[config.mk]
export PLATFORM = sky130hd
export DESIGN_NAME = apb_master_ctrl
export DESIGN_NICKNAME = d
export VERILOG_FILES = /design/src/rtl/apb_pkg.sv /design/src/rtl/apb_timeout_ctr.sv /design/src/rtl/apb_master_ctrl.sv
export SDC_FILE = /design/constraint.sdc
export NUM_CORES = 1
export LEC_CHECK = 0
export ABC_AREA = 0
export BUFFER_PORTS_ARGS = -buffer_cell sky130_fd_sc_hd__buf_2
export CAP_MARGIN = 30
export CELL_PAD_IN_SITES_DETAIL_PLACEMENT = 0
export CELL_PAD_IN_SITES_GLOBAL_PLACEMENT = 1
export CORE_ASPECT_RATIO = 0.9
export CORE_MARGIN = 1
export CORE_UTILIZATION = 29
export DETAILED_ROUTE_END_ITERATION = 8
export PLACE_DENSITY = 0.79
export SYNTH_ARGS = -nofsm -noshare
export SYNTH_HDL_FRONTEND = slang
export SYNTH_HIERARCHICAL = 1
export SYNTH_SLANG_ARGS = --single-unit
export TNS_END_PERCENT = 50
[constraint.sdc]
create_clock -name PCLK -period 1.7 [get_ports PCLK]
set_input_delay 0.255 -clock PCLK [delete_from_list [all_inputs] [get_ports PCLK]]
set_output_delay 0.255 -clock PCLK [all_outputs]
set_load 0.02 [all_outputs]
[src/rtl/apb_pkg.sv]
// rtl/apb_pkg.sv - shared APB requester types and default widths
package apb_pkg;

   localparam int APB_ADDR_W = 32;
   localparam int APB_DATA_W = 32;

   typedef enum logic [1:0] {
      IDLE   = 2'b00,
      SETUP  = 2'b01,
      ACCESS = 2'b10,
      RESP   = 2'b11
   } apb_state_e;

endpackage

[src/rtl/apb_timeout_ctr.sv]
// rtl/apb_timeout_ctr.sv - counts consecutive stalled ACCESS cycles
// expired marks the LIMIT-th consecutive counted cycle, so the caller aborts on that edge.
module apb_timeout_ctr #(
   parameter int LIMIT = 16
) (
   input  logic PCLK,
   input  logic PRESETn,
   input  logic clear,
   input  logic count,
   output logic expired
);

   localparam int CW = $clog2(LIMIT + 1);

   logic [CW-1:0] cnt;

   always_ff @(posedge PCLK or negedge PRESETn) begin
      if (!PRESETn) begin
         cnt <= '0;
      end else if (clear) begin
         cnt <= '0;
      end else if (count && !expired) begin
         cnt <= cnt + 1'b1;
      end
   end

   assign expired = count && (cnt == CW'(LIMIT - 1));

endmodule

[src/rtl/apb_master_ctrl.sv]
// rtl/apb_master_ctrl.sv - single-outstanding APB requester with command/response handshakes
// Optional ACCESS timeout is compiled in with APB_MASTER_TIMEOUT_EN.
module apb_master_ctrl
   import apb_pkg::*;
#(
   parameter int ADDR_W      = APB_ADDR_W,
   parameter int DATA_W      = APB_DATA_W,
   parameter int TIMEOUT_CYC = 16
) (
   input  logic              PCLK,
   input  logic              PRESETn,
   input  logic              cmd_valid,
   output logic              cmd_ready,
   input  logic              cmd_write,
   input  logic [ADDR_W-1:0] cmd_addr,
   input  logic [DATA_W-1:0] cmd_wdata,
   output logic              rsp_valid,
   input  logic              rsp_ready,
   output logic [DATA_W-1:0] rsp_rdata,
   output logic              rsp_err,
   output logic [ADDR_W-1:0] PADDR,
   output logic              PWRITE,
   output logic              PSEL,
   output logic              PENABLE,
   output logic [DATA_W-1:0] PWDATA,
   input  logic [DATA_W-1:0] PRDATA,
   input  logic              PREADY,
   input  logic              PSLVERR
);

   apb_state_e state, state_nxt;
   logic       tmo_expired;
   logic       cmd_hs;

   assign cmd_hs = (state == IDLE) && cmd_valid && cmd_ready;

`ifdef APB_MASTER_TIMEOUT_EN
   apb_timeout_ctr #(
      .LIMIT (TIMEOUT_CYC)
   ) u_timeout_ctr (
      .PCLK    (PCLK),
      .PRESETn (PRESETn),
      .clear   (state == SETUP),
      .count   ((state == ACCESS) && !PREADY),
      .expired (tmo_expired)
   );
`else
   // ACCESS waits indefinitely; the parameter only keeps the interface uniform.
   assign tmo_expired = 1'b0 && (TIMEOUT_CYC > 0);
`endif

   always_ff @(posedge PCLK or negedge PRESETn) begin
      if (!PRESETn) begin
         state <= IDLE;
      end else begin
         state <= state_nxt;
      end
   end

   always_comb begin
      state_nxt = state;
      case (state)
         IDLE:    if (cmd_hs) state_nxt = SETUP;
         SETUP:   state_nxt = ACCESS;
         ACCESS:  if (PREADY || tmo_expired) state_nxt = RESP;
         RESP:    if (rsp_ready) state_nxt = IDLE;
         default: state_nxt = IDLE;
      endcase
   end

   // Every output is a flop loaded from the next-state decode, so none sees an input combinationally.
   always_ff @(posedge PCLK or negedge PRESETn) begin
      if (!PRESETn) begin
         cmd_ready <= 1'b0;
         PSEL      <= 1'b0;
         PENABLE   <= 1'b0;
         rsp_valid <= 1'b0;
         rsp_rdata <= '0;
         rsp_err   <= 1'b0;
         PADDR     <= '0;
         PWRITE    <= 1'b0;
         PWDATA    <= '0;
      end else begin
         cmd_ready <= (state_nxt == IDLE);
         PSEL      <= (state_nxt == SETUP) || (state_nxt == ACCESS);
         PENABLE   <= (state_nxt == ACCESS);
         rsp_valid <= (state_nxt == RESP);
         if (cmd_hs) begin
            PADDR  <= cmd_addr;
            PWRITE <= cmd_write;
            PWDATA <= cmd_wdata;
         end
         if (state == ACCESS) begin
            if (PREADY) begin
               rsp_err   <= PSLVERR;
               rsp_rdata <= PWRITE ? '0 : PRDATA;
            end else if (tmo_expired) begin
               rsp_err   <= 1'b1;
               rsp_rdata <= '0;
            end
         end
      end
   end

endmodule

== Word level (Yosys, flattened, before mapping) ==
Index checks and enable logic that the tools add are counted.
Word-level totals
  flip-flop bits (word level): 104
  output and inout port bits: 102
  word-level logic and storage cells: 27
Cells by class
  equality and inequality tests: 6
  mux-type cells: 5
  reductions and logical operators: 6
Operator list (count)
  32-bit two-way mux: 1
  2-bit equality test (second input constant): 4
  2-bit one-hot mux with 4 select lines: 1
  2-bit two-way mux: 3
  2-bit by 1-bit equality test with 1-bit output (second input constant): 2
  2-bit logical NOT: 2
  1-bit logical AND: 2
  2-bit AND reduction: 1
  1-bit logical OR: 1

== Logic depth before layout (Yosys ltp) ==
  depth after elaboration: 7
  gate-level depth with buffers: 7
  depth with buffers taken out: 3

== Worst setup path after synthesis ==
Ideal clock, no wire load.
  path kind: flip-flop to flip-flop
  start point: register cmd_ready
  end point: register PSEL
  library setup time: 0.126 ns
  arrival time: 1.538 ns
  data required time: 1.574 ns
  path slack: 0.036 ns
  stages on the path, launching flop included: 7
  path buffers: 3
  cell sequence: dfrtp_1 nor4bb_1 buf_2 buf_6 buf_6 a211o_1 ha_1
On the way
  word-level cells in the longest chain between the ends: 5
  elaborated cells on any way between the ends: 6
  classes of those cells: 2 x eq/ne; 2 x mux; 2 x reduce/logical
RTL lines
  start, declared: line apb_master_ctrl.sv:13  | output logic cmd_ready,
  start signal, assigned: line apb_master_ctrl.sv:84  | cmd_ready <= (state_nxt == IDLE);
  1-bit logical AND *: line apb_master_ctrl.sv:35  | assign cmd_hs = (state == IDLE) && cmd_valid && cmd_ready;
  2-bit two-way mux *: line apb_master_ctrl.sv:63  | IDLE: if (cmd_hs) state_nxt = SETUP;
  2-bit one-hot mux with 4 select lines *: line apb_master_ctrl.sv:62  | case (state)
  2-bit by 1-bit equality test with 1-bit output or 2-bit equality test (tied branches): line apb_master_ctrl.sv:85  | PSEL <= (state_nxt == SETUP) || (state_nxt == ACCESS);
  1-bit logical OR *: line apb_master_ctrl.sv:85
  end signal, assigned: line apb_master_ctrl.sv:85
  end, declared: line apb_master_ctrl.sv:23  | output logic PSEL,
Mark *: on every way between the ends. The rest lies on a longest branch, timed or not.
A chain may end at the register's enable or synchronous reset.

== Worst setup path after layout ==
  start point: register state[0]
  end point: register PWDATA[1]
On the way
  word-level cells in the longest chain between the ends: 3
RTL lines
  start, declared: line apb_master_ctrl.sv:31  | apb_state_e state, state_nxt;
  start signal, assigned: line apb_master_ctrl.sv:56  | state <= state_nxt;
  2-bit logical NOT: line apb_master_ctrl.sv:35
  1-bit logical AND (2 in series): line apb_master_ctrl.sv:35
  end signal, assigned: line apb_master_ctrl.sv:91  | PWDATA <= cmd_wdata;
  end, declared: line apb_master_ctrl.sv:25  | output logic [DATA_W-1:0] PWDATA,
No other way between the ends.

==> results by stage <==
Status:
- The flow ran to the end, and the final reports show no timing, DRC or antenna violations.

Power and ir drop:
- The share of power burned in registers is 0.380.
- The switching power summed over all nets is 0.00414 W.
- Of the total power, the share spent switching nets is 0.376.
- For this design the static power due to leakage is 2.89 nW.
- The clock network fraction of design power is 0.193.
- The peak ir drop on the vdd network is 0.693 mV.
- The power density normalized to cell area is 1920 nW/um^2.
- The cell internal power dissipation is a little under 0.007 W.
- The share of total power dissipated in combinational logic is 0.427.

Synthesis:
- Counting flops and latches in the post-synthesis netlist gives ~100.
- In the post-synthesis netlist, the biggest area contributors are dfrtp_1, mux2_2, nor2b_1, mux2_1, ha_1.
- In this run the mean area of a mapped cell was 15.7 um^2.
- Counting every net in the synthesized netlist gives approximately 370.
- The count of synthesis-stage warnings from yosys is 6.
- The post-synthesis cell area is 4130 um^2.
- The share of the Yosys chip area taken by registers is 0.630.
- Of the post-synthesis cell area, the dominant cell type holds 0.630.
- Yosys mapped the design onto 17 distinct sky130hd cell types.
- The largest area contributor in the netlist is dfrtp_1.
- Counting every instance in the synthesized netlist gives 263.

Detailed routing:
- The count of unresolved DRC violations after routing is 0.
- The count of nets left with antenna violations once routing finished came out at 0.
- The total routed wirelength is 8980 um.
- The iteration-0 DRC count of the detailed router is 75.
- The average wire per cell in the routed design is 13.4 um.
- Summing over every cut layer, the via total after detailed routing is 2803.
- After detailed routing, the number of vias per cell comes to 4.19.
- The number of optimization iterations in the first detailed-route pass is 4.

Clock network:
- Clock tree synthesis inserted a total of 9 buffers.
- The CTS tree is yes.
- The tree is rooted in a clkbuf_16.
- Clock latency on the worst-skew pair, taken at its later pin, is between 0.3 and 0.4 ns.
- Counting along the longest clock path gives a buffer depth of 2.
- The H-tree depth reported by CTS is 3.
- The tree built by TritonCTS fans out to about 100 sinks.
- Clock-pin slew was measured on the worst setup and hold paths at ~0.070 ns.
- The post-CTS setup buffer count is 0.

Critical path:
- At the worst endpoint, the required time is 1.93 ns.
- In this run the worst path has a maximum fanout of 44.
- The critical path is of the reg -> reg type.
- The kind of start point of the critical path is a flop.
- The element type at the critical path end is a flop.
- The arrival time of data at the critical path endpoint is around 1.8 ns.

Placed design:
- Routability-driven placement finished with a final weighted congestion of 0.653.
- The placed wire-length estimate is 6550 um.
- During placement, the flow inserted port buffers numbering slightly above 200.

Die:
- For this configuration, the core starts out at a cell density of 0.296.
- In this run the standard cell core region covers 14000 um^2.
- The die extent in x is between 100 and 150 um.
- The floorplan step set the die height to approximately 120 um.
- During I/O placement, the number of pins put on the boundary was 205.
- The floorplan step defined a die boundary enclosing about 15000 um^2.
- The number of core rows is 41.

Cells and area:
- The register cell area after layout is between 2000 and 3000 um^2.
- The leading cell type in the layout, fill and taps excluded is buf_2.
- The footprint of the multi-input gates is around 1400 um^2.
- In the final layout, the share of cells above drive strength 1 is 0.653.
- The final-layout fill cell count is 1345.
- The repair_antennas step left the layout with diodes totalling 0.
- The post-synthesis to final-layout area growth is 38.6%.
- The number of nets in the layout is just under 600.
- Leaving out fill and tap cells, the most frequent cells in the layout are buf_2, dfrtp_1, mux2_2, nor2b_1, mux2_1.
- At the end of the flow the core is filled with cells to 0.411.

STA:
- The portion of the clock cycle consumed by the worst path in the final layout is 0.947.
- The largest clock skew in the final design is 0.00565 ns.
- The max-slew violation count is 0.
- Setup violations remaining at the end of the flow were counted as 0.
- The slew at the pin closest to its max-slew limit is 0.558 ns.
- The final period demand of the worst path is 1.61 ns.
- Setup repair after global routing left no endpoint under its margin.
- For the final routed database, the setup TNS stands at 0 ns.
- The hold violation count in the final report is 0.
- Final hold analysis gives a worst-case slack of 0.126 ns.
- The maximum operating frequency is between 600 and 700 MHz.
- Headroom to the max-slew limit came out at 0.628.

Worst hold path:
- The class of the worst hold path is in -> reg.

Global route:
- Global routing finished with a remaining overflow of 0.
- The via count of the first global-routing pass is about 2900.
- The largest net degree at the start of global routing is 105.
- The all-layer global routing usage is 0.125.
- The initial antenna violation count is 0.
- The global-route wire length before repair is 14200 um.

Run:
- The count of max-cap constraint violations is 0.
==> routing by layer <==
layer / global-route usage / vias to the layer above / routed length [um]
met4: 0.0565 / 0 / 163
met5: 0 / - / 0
met1: 0.137 / 1360 / 3580
li1: - / 1321 / -
met3: 0.0368 / 11 / 591
met2: 0.226 / 111 / 4640
==> through the flow <==
step	std cells	area (um^2)	setup WS [ns]	total power, W
final	669	5730	0.0893	0.0110
after global routing	669	5730	0.00368	0.0118
after CTS	669	5720	0.0129	0.0112
after detailed placement	652	5400	0.0331	0.00903
after global placement	652	5400	0.0819	0.00886
after floorplan	263	4130	0.0358	0.00724
==> cells in the mapped netlist (all sizes together) <==
cell type  instances
dfrtp            104
mux2              98
nor2b             33
buf               13
clkbuf             3
ha                 3
a211o              2
o21a               2
a211oi             1
and3b              1
nand3              1
nor4bb             1
o21ai              1
==> worst max-delay path: stages, from the launching register on <==
cell and delay, ns:
dfrtp_1 0.42, nor4bb_4 0.39, buf_12 0.30, mux2_2 0.37
==> power by group through the flow <==
| stage | sequential [W] | clock, W | combinational (W) |
|---|---|---|---|
| global route | 0.00435 | 0.00236 | 0.00506 |
| finish | 0.00419 | 0.00213 | 0.00471 |
| CTS | 0.00421 | 0.00222 | 0.00479 |
| floorplan | 0.00568 | 0 | 0.00156 |
| global placement | 0.00418 | 0 | 0.00468 |
| detailed placement | 0.00424 | 0 | 0.00479 |
==> kinds of logic (layout without fill, tap and decap cells) <==
family,Yosys count,in the layout,synth area share
adder cells (fa/ha/maj),3,3,0.00908
flip-flops,104,104,0.630
buffers and inverters,16,229,0.0278
AO/OA/AOI/OAI,6,6,0.0109
multiplexers,98,98,0.267
AND/OR/NAND/NOR,36,36,0.0557
==> flip-flops by register name, summed over array words and instances (netlist names) <==
name and flops:
PADDR 32, PENABLE 1, PSEL 1, PWDATA 32, PWRITE 1, cmd_ready 1
rsp_err 1, rsp_rdata 32, rsp_valid 1, state 2
==> area by class of cell <==
type,instances,area share
sequential,104,0.454
clock buffer,11,0.0441
clock inverter,5,0.0111
multi-input combinational,143,0.250
tap,193,0.0422
timing repair buffer,213,0.198
==> final timing paths <==
check	startpoint	slack (ns)	to	cells after the start
worst max register to register	state[0]	0.09	PWDATA[1]	3
worst min-delay path	cmd_addr[26]	0.13	PADDR[26]	2
worst max-delay path	state[0]	0.09	PWDATA[1]	3
min in group asynchronous	PRESETn	0.48	PWDATA[29]	3
worst min register to register	PADDR[14]	0.48	PADDR[14]	1
max in group asynchronous	PRESETn	0.77	rsp_rdata[13]	3
==> repair_timing <==
| action | CTS | global route |
|---|---|---|
| hold endpoints to repair | 27 | 0 |
| gates resized for setup | 0 | 1 |
| hold buffers | 1 | 0 |
| endpoints found under the setup margin | 0 | 24 |
Note: power is estimated with default switching activity, not from simulation.
